[config.mk]
export PLATFORM = sky130hd
export DESIGN_NAME = noc_input_buffer
export DESIGN_NICKNAME = d
export VERILOG_FILES = /design/src/rtl/noc_input_buffer.sv
export SDC_FILE = /design/constraint.sdc
export NUM_CORES = 1
export LEC_CHECK = 0
export CAP_MARGIN = 20
export CORE_ASPECT_RATIO = 2
export CORE_MARGIN = 2
export CORE_UTILIZATION = 51
export DETAILED_ROUTE_END_ITERATION = 16
export GPL_TIMING_DRIVEN = 0
export PLACE_DENSITY = 0.81
export SYNTH_ARGS = -nofsm -noshare
export SYNTH_HDL_FRONTEND = slang
export SYNTH_SLANG_ARGS = --single-unit
[constraint.sdc]
create_clock -name clk -period 2.2 [get_ports clk]
set_clock_uncertainty 0.2 [all_clocks]
set_input_delay 0.44 -clock clk [delete_from_list [all_inputs] [get_ports clk]]
set_output_delay 0.44 -clock clk [all_outputs]
set_load 0.02 [all_outputs]
[src/rtl/noc_input_buffer.sv]
// noc_input_buffer: credit-based input port buffer for one NoC router port.
// Flits from the upstream link are stored in a DEPTH-entry first-word-fall-through FIFO.
// A packet FSM walks header, size and payload flits. It raises a routing request (h)
// while a header waits at the head, and forwards flits downstream once routing is granted.
//
// Ports:
//   clk       clock; all state updates on posedge
//   rst       synchronous active-low reset
//   rx        upstream flit valid
//   data_in   upstream flit
//   credit_o  space available; upstream may send only while high
//   tx        downstream flit valid
//   data_out  FIFO head flit (undefined while count == 0)
//   credit_i  downstream accepts a flit this cycle
//   h         routing request; header flit is at the FIFO head
//   ack_h     routing granted for the pending header
//   count     FIFO occupancy, 0..DEPTH
//   overflow  sticky error: rx seen while credit_o was low
module noc_input_buffer #(
  parameter int unsigned DATA_W = 16,
  parameter int unsigned DEPTH  = 4,
  localparam int unsigned CNT_W = $clog2(DEPTH) + 1
) (
  input  logic              clk,
  input  logic              rst,
  input  logic              rx,
  input  logic [DATA_W-1:0] data_in,
  output logic              credit_o,
  output logic              tx,
  output logic [DATA_W-1:0] data_out,
  input  logic              credit_i,
  output logic              h,
  input  logic              ack_h,
  output logic [CNT_W-1:0]  count,
  output logic              overflow
);

  localparam int unsigned PTR_W = $clog2(DEPTH);

  typedef enum logic [1:0] {StIdle, StHdr, StSize, StPayload} state_e;

  state_e              state_q, state_d;
  logic [DATA_W-1:0]   mem_q [DEPTH];
  logic [PTR_W-1:0]    wr_ptr_q, rd_ptr_q;
  logic [CNT_W-1:0]    count_q, count_d;
  logic [DATA_W-1:0]   remaining_q, remaining_d;
  logic                overflow_q;
  logic                h_q, tx_q;
  logic                wr_en, rd_en;

  // credit_o is low during reset, so no write can slip in while rst is asserted.
  assign credit_o = rst && (count_q != CNT_W'(DEPTH));
  assign wr_en    = rx && credit_o;
  assign rd_en    = tx_q && credit_i;
  assign data_out = mem_q[rd_ptr_q];

  assign tx       = tx_q;
  assign h        = h_q;
  assign count    = count_q;
  assign overflow = overflow_q;

  always_comb begin
    count_d = count_q;
    if (wr_en && !rd_en) begin
      count_d = count_q + CNT_W'(1);
    end else if (rd_en && !wr_en) begin
      count_d = count_q - CNT_W'(1);
    end
  end

  always_comb begin
    state_d     = state_q;
    remaining_d = remaining_q;
    unique case (state_q)
      StIdle: begin
        if (ack_h && h_q) state_d = StHdr;
      end
      StHdr: begin
        if (rd_en) state_d = StSize;
      end
      StSize: begin
        if (rd_en) begin
          remaining_d = data_out;
          state_d     = (data_out == '0) ? StIdle : StPayload;
        end
      end
      StPayload: begin
        if (rd_en) begin
          remaining_d = remaining_q - DATA_W'(1);
          if (remaining_q == DATA_W'(1)) state_d = StIdle;
        end
      end
      default: state_d = StIdle;
    endcase
  end

  // Storage has no reset; only the pointers and count define which entries are valid.
  always_ff @(posedge clk) begin
    if (wr_en) mem_q[wr_ptr_q] <= data_in;
  end

  always_ff @(posedge clk) begin
    if (!rst) begin
      state_q     <= StIdle;
      wr_ptr_q    <= '0;
      rd_ptr_q    <= '0;
      count_q     <= '0;
      remaining_q <= '0;
      overflow_q  <= 1'b0;
      h_q         <= 1'b0;
      tx_q        <= 1'b0;
    end else begin
      state_q     <= state_d;
      count_q     <= count_d;
      remaining_q <= remaining_d;
      if (wr_en) wr_ptr_q <= wr_ptr_q + PTR_W'(1);
      if (rd_en) rd_ptr_q <= rd_ptr_q + PTR_W'(1);
      if (rx && !credit_o) overflow_q <= 1'b1;
      // Registered from next state so h/tx track state and occupancy of the coming cycle.
      h_q  <= (state_d == StIdle) && (count_d != '0);
      tx_q <= (state_d != StIdle) && (count_d != '0);
    end
  end

endmodule
-- Word level (Yosys, flattened, before mapping)
Memory sizes are Yosys's and may differ from the RTL's. A register that Yosys moved wholly into a read port is not among the register bits.
Index checks and enable logic that the tools add are counted.
- input port bits: 21
- output and inout port bits: 23
- RAM bits: 64
- bits in registers: 28
- word-level logic and storage cells: 56
- memories kept: 1
- add/sub/neg operators: 5
- mux-type cells: 16
- equality and inequality tests: 7
- reductions and logical operators: 19
- memories (memory ; depth ; width ; rd ports ; clocked after memory_dff ; write ports ; RTL line ; RTL):
    mem_q ; 4 ; 16 ; 1 ; 1 ; 1 ; 43 ; logic [DATA_W-1:0] mem_q [DEPTH];
- operators with widths (kind ; count):
    $mux W16 ; 2
    $pmux W16 S2 ; 1
    $eq A16 B1 Y1 const B ; 1
    $logic_not A16 Y1 ; 1
    $mux W2 ; 8
    $sub A16 B1 Y16 const B ; 1
    $logic_and A1 B1 Y1 ; 9
    $pmux W2 S4 ; 1
    $mux W3 ; 2
    $add A2 B1 Y2 const B ; 2
    $eq A2 B2 Y1 const B ; 2
    $logic_not A2 Y1 ; 2
    $ne A2 B2 Y1 const B ; 2
    $reduce_bool A2 Y1 ; 2
    $add A3 B1 Y3 const B ; 1
    $logic_not A1 Y1 ; 3
    $ne A3 B3 Y1 const B ; 1
    $reduce_and A3 Y1 ; 1
    $reduce_bool A3 Y1 ; 1
    $sub A3 B1 Y3 const B ; 1
    $eq A2 B1 Y1 const B ; 1
    $mux W1 ; 2

-- Longest topological paths before layout
- word-level depth: 9
- depth in mapped cells: 9

-- Worst setup path after synthesis
No wires, ideal clock.
- path type: reg-to-reg
- start point: register count_q[0] (netlist: count[0])
- end point: register h_q (netlist: h)
- path slack: -0.466 ns
- arrival: 2.346 ns
- data required time: 1.880 ns
- path buffers: 1
- period minus slack after synthesis: 2.666 ns
- cell stages (with the launch flop): 10
- cells stage by stage: dfxtp_1 > inv_1 > ha_1 > a21boi_1 > and2_1 > buf_2 > xnor2_1 > or3_1 > a31oi_1 > nor2_1
- longest elaborated chain between the ends: 9
- ends and longest elaborated chain (what ; RTL line ; RTL):
    from (decl) ; 45 ; logic [CNT_W-1:0] count_q, count_d;
    from (signal assigned) ; 114 ; count_q <= count_d;
    $ne A3 B3 Y1 (*) ; 52 ; assign credit_o = rst && (count_q != CNT_W'(DEPTH));
    $logic_and A1 B1 Y1 (*) ; 52 ;
    net credit_o ; 28 ; output logic credit_o,
    $logic_and A1 B1 Y1 (*) ; 53 ; assign wr_en = rx && credit_o;
    $logic_not A1 Y1 ; 66 ; end else if (rd_en && !wr_en) begin
    $logic_and A1 B1 Y1 ; 66 ;
    $mux W3 ; 66 ;
    $mux W3 (*) ; 64 ; if (wr_en && !rd_en) begin
    $reduce_bool A3 Y1 (*) ; 120 ; h_q <= (state_d == StIdle) && (count_d != '0);
    $logic_and A1 B1 Y1 (*) ; 120 ;
    to (signal assigned) ; 120 ;
    to (decl) ; 48 ; logic h_q, tx_q;
Mark *: on every way through the listed nets, which the timed path passes. The rest lies on a longest branch.
A chain may end at the register's enable or synchronous reset.

==> results <==
- The number of global-route vias before repair is ~3,000.
- Setup repair after global routing could not meet its margin everywhere.
- The critical path goes through buf_8, mux4_2, or4_4, nor3_2, and4_4, o211ai_1, and3b_1.
- The standard cell with the maximum stage delay on the critical path is sky130_fd_sc_hd__or4_4.
- A synthesized cell averages ~13 um2.
- After global routing the overflow that remains totals 0.
- The first detailed-routing pass took 5 iterations.
- The number of fillers in the final layout is between 500 and 600.
- Dividing the detail-routed via count by the number of cells gives 6.091.
- The delay of the slowest critical-path stage is 0.57 ns.
- Data arrives at the worst endpoint at roughly 2.6 ns.
- The clock passes through at most 2 buffers.
- The final antenna-violating net count is 0.
- Total power for the finished layout comes to approximately 4.0 mW.
- Dividing the detail-routed wire length by the instance count gives roughly 19 um.
- The number of warning messages in the yosys log is 0.
- Clock-pin slew was measured on the worst setup and hold paths at around 0.07 ns.
- In this design, the largest share of critical-path delay is due to simple AND/OR/NAND/NOR gates.
- The flow ran to the end, but the final reports show violations.
- Across all setup checks in the final design, the least slack found is -0.3168 ns.
- In the finished design, the share of the clock period the worst path needs comes to 1.144.
- The power density over the cells is between 700 and 800 nW/um2.
- Entering global routing, the biggest net connects 17 pins.
- The count of cell types in the netlist is 47.
- The worst hold path cell count is 2.
- After the last flow step, the layout net total stands at 412.
- In this run the standard cell core region covers roughly 7900 um2.
- The number of clock sinks seen by CTS is 94.
- For this design, the CTS-stage hold fixing added 0 buffers.
- Summing all non-filler instances in the final layout gives an area of between 5000 and 6000 um2.
- From bottom edge to top edge, the die measures ~130 um.
- For this design the top-level I/O count stands at between 40 and 50.
- The critical path in this run is classified as reg -> reg.
- The total CTS buffers is 9.
- The worst slack at placement is -0.6653 ns.
- The CTS tree is built.
- The number of inserted diodes is 0.
- At the end of routability-driven placement, the weighted congestion stood at between 0.9 and 1.
- The tree is rooted in a sky130_fd_sc_hd__clkbuf_16.
- The latest clock arrival within the worst-skew pair is 0.34 ns.
- The mapped netlist covers 4129 um2.
- The total buffers and inverters traversed by the critical path is 1.
- The post-synthesis to final-layout area growth is 24.73%.
- The worst-case reg-to-reg path depth is 7.
- The number of DRC markers after the initial detailed-route iteration is between 300 and 400.
- The sequential area share after synthesis is 0.6109.
- The total number of cells along the worst setup path is 7.
- The routed via count is 2,936.
- Input and output buffers added on the ports amount to 43.
- For this run, the total global-route usage over all layers was measured as 0.2235.
- The total wire length is about 9300 um.
- STA classifies the critical path endpoint as a flop.
- The count of pins over their slew limit was 0.
- The maximum frequency from static timing analysis is between 300 and 400 MHz.
- In this run the tightest slew margin relative to its limit is 0.5347.
- After layout, the minimum clock period comes to 2.517 ns.
- The transition time at the pin with the least slew margin is between 0.6 and 0.7 ns.
- Setup violations remaining at the end of the flow were counted as 19.
- The final reports fail on negative setup slack.
- Across the run, the number of max-cap violations was 0.
- The peak supply drop is around 770 uV.
- The data required time of the worst path is about 2.2 ns.
- The largest fanout of any net on the critical path is 7.
- Hold is met by 0.3027 ns.
- Measured on the finished design, the core utilization comes to 0.6531.
- For this run, design rule violations remaining after detail routing come to 0.
- The number of cell rows is 46.
- From left edge to right edge, the die measures between 60 and 70 um.
- The wire length of the first global-routing pass is 14,530 um.
- After synthesis the netlist holds a flip-flop and latch count of 94.
- The number of hold-slack violations in the final timing report is 0.
- Counting every instance in the synthesized netlist gives just over 300.
- Synthesis produced a netlist with a net count of 341.
- The initial utilization of the core area, before any placement, comes to 0.5236.
- The detailed placer's ending HPWL is just over 6000 um.
- The path category of the worst min-delay check is reg -> reg.
- The number of antenna violations at the first check in global routing came to 0.
- The total cell area at the placement stage is ~4700 um2.
- In the final layout, the share of cells above drive strength 1 is 0.2591.
- The die area is between 8000 and 9000 um2.
- STA classifies the critical path startpoint as a flop.
- In this run the static leakage power is ~1.9 nW.
- The level count of the clock H-tree is 3.
==> registers in the layout (all words and copies together), names as in the netlist, named ones only <==
name	count
count	3
rd_ptr_q	2
h	1
mem_q	64
state_q	2
overflow	1
remaining_q	16
wr_ptr_q	2
tx	1
==> synth_stat cells (all sizes together) <==
master / n / area [um2]
a21boi: 2 / 15.02
o31ai: 2 / 15.01
and2: 11 / 68.82
ha: 9 / 112.6
a221oi: 1 / 8.760
and3: 7 / 43.79
o211ai: 4 / 30.03
clkbuf: 10 / 37.54
buf: 7 / 46.29
nor2b: 3 / 18.77
and4b: 1 / 10.01
or4: 4 / 33.78
a211oi: 3 / 22.52
mux2i: 1 / 10.01
inv: 7 / 26.28
o211a: 1 / 10.01
a211o: 2 / 17.52
mux2: 1 / 11.26
nand2: 27 / 103.9
and3b: 1 / 8.760
a21oi: 16 / 80.08
o22ai: 4 / 25.02
dfxtp: 30 / 600.6
a2111oi: 1 / 8.760
a31oi: 4 / 25.02
nand4: 3 / 18.77
o21ai: 20 / 100.1
nand3: 3 / 15.01
and4: 1 / 8.760
edfxtp: 64 / 1922
o31a: 2 / 17.52
nand2b: 1 / 6.260
mux4: 16 / 367.9
nand3b: 2 / 15.01
xnor2: 8 / 70.07
or3: 6 / 37.54
nor4: 5 / 61.31
nor2: 9 / 33.78
nor3: 12 / 65.06
==> metrics by stage <==
| stage | setup TNS [ns] | std cells |
|---|---|---|
| 2_1_floorplan | -0.7735 | 311 |
| 3_3_place_gp | -39.11 | 450 |
| 3_5_place_dp | -40.54 | 450 |
| 4_1_cts | -4.480 | 474 |
| 5_1_grt | -5.187 | 482 |
| 6_report | -3.987 | 482 |
==> report_power, final <==
group	internal, mW	switching (mW)	leakage [nW]
combinational	0.305	0.341	0.903
sequential	1.96	0.0373	0.826
clock	0.757	0.630	0.129
total	3.02	1.01	1.86
==> area by class of cell <==
type	count	area (um2)	area share
repair buffers	62	579.3	0.1125
well taps	96	120.1	0.02332
multi-input cells	193	1535	0.2981
inverters	7	26.28	0.005102
flip-flops and latches	94	2529	0.4910
clock inverters	6	38.79	0.007532
plain buffers	15	96.34	0.01871
clock buffers	9	225.2	0.04373
==> worst reg2reg max path: stages (launching register included) <==
cell and delay, ns:
sky130_fd_sc_hd__dfxtp_2 0.34, sky130_fd_sc_hd__buf_8 0.13, sky130_fd_sc_hd__mux4_2 0.52, sky130_fd_sc_hd__or4_4 0.57, sky130_fd_sc_hd__nor3_2 0.14, sky130_fd_sc_hd__and4_4 0.26, sky130_fd_sc_hd__o211ai_1 0.09, sky130_fd_sc_hd__and3b_1 0.17
==> worst paths after layout <==
kind / slack (ns) / end / startpoint
worst min register to register: 0.30 / overflow$_SDFFE_PN0P_ / overflow$_SDFFE_PN0P_
worst min-delay path: 0.30 / overflow$_SDFFE_PN0P_ / overflow$_SDFFE_PN0P_
worst max register to register: -0.32 / state_q[1]$_SDFF_PN0_ / flop
worst max-delay path: -0.32 / state_q[1]$_SDFF_PN0_ / flop
==> routing by layer <==
metal  vias to the layer above  track usage  wire length (um)
met4                         0       0.1224               359
met5                         -            0                 0
met1                      1435       0.2452              3437
met2                       131       0.3856              5091
li1                       1339            -                 -
met3                        31      0.04281               427
==> timing repair <==
item	in CTS	in global routing
pin swaps	1	4
resized for setup	72	26
endpoints found under the setup margin	98	28
buffers inserted	11	8
==> kinds of logic after synthesis <==
kind of cell | Yosys count | share of synthesized area
multiplexers | 18 | 0.09424
XOR/XNOR | 8 | 0.01697
adder cells (fa/ha/maj) | 9 | 0.02727
AO/OA/AOI/OAI | 62 | 0.09091
AND/OR/NAND/NOR | 96 | 0.1330
buffers and inverters | 24 | 0.02667
flip-flops | 94 | 0.6109
==> layout by cell type (no fill, tap or decap), types with 3 or more instances in the layout <==
master,count
sky130_fd_sc_hd__edfxtp_1,64
sky130_fd_sc_hd__clkdlybuf4s50_1,26
sky130_fd_sc_hd__clkbuf_16,9
sky130_fd_sc_hd__or3_1,6
sky130_fd_sc_hd__nor2_1,9
sky130_fd_sc_hd__xnor2_1,8
sky130_fd_sc_hd__o22ai_1,4
sky130_fd_sc_hd__ha_1,8
sky130_fd_sc_hd__and2_1,10
sky130_fd_sc_hd__inv_1,7
sky130_fd_sc_hd__a21oi_1,16
sky130_fd_sc_hd__dfxtp_1,25
sky130_fd_sc_hd__clkbuf_1,5
sky130_fd_sc_hd__dfxtp_2,5
sky130_fd_sc_hd__and3_2,4
sky130_fd_sc_hd__nand2_1,25
sky130_fd_sc_hd__clkdlybuf4s15_2,8
sky130_fd_sc_hd__nor2b_1,3
sky130_fd_sc_hd__o211ai_1,4
sky130_fd_sc_hd__buf_2,6
sky130_fd_sc_hd__buf_6,7
sky130_fd_sc_hd__nor3_1,10
sky130_fd_sc_hd__and3_1,3
sky130_fd_sc_hd__mux4_2,16
sky130_fd_sc_hd__a211oi_1,3
sky130_fd_sc_hd__nand3_1,3
sky130_fd_sc_hd__o21ai_0,20
sky130_fd_sc_hd__a31oi_1,3
sky130_fd_sc_hd__buf_4,20
sky130_fd_sc_hd__nand4_1,3
Note: power is estimated with default switching activity, not from simulation.
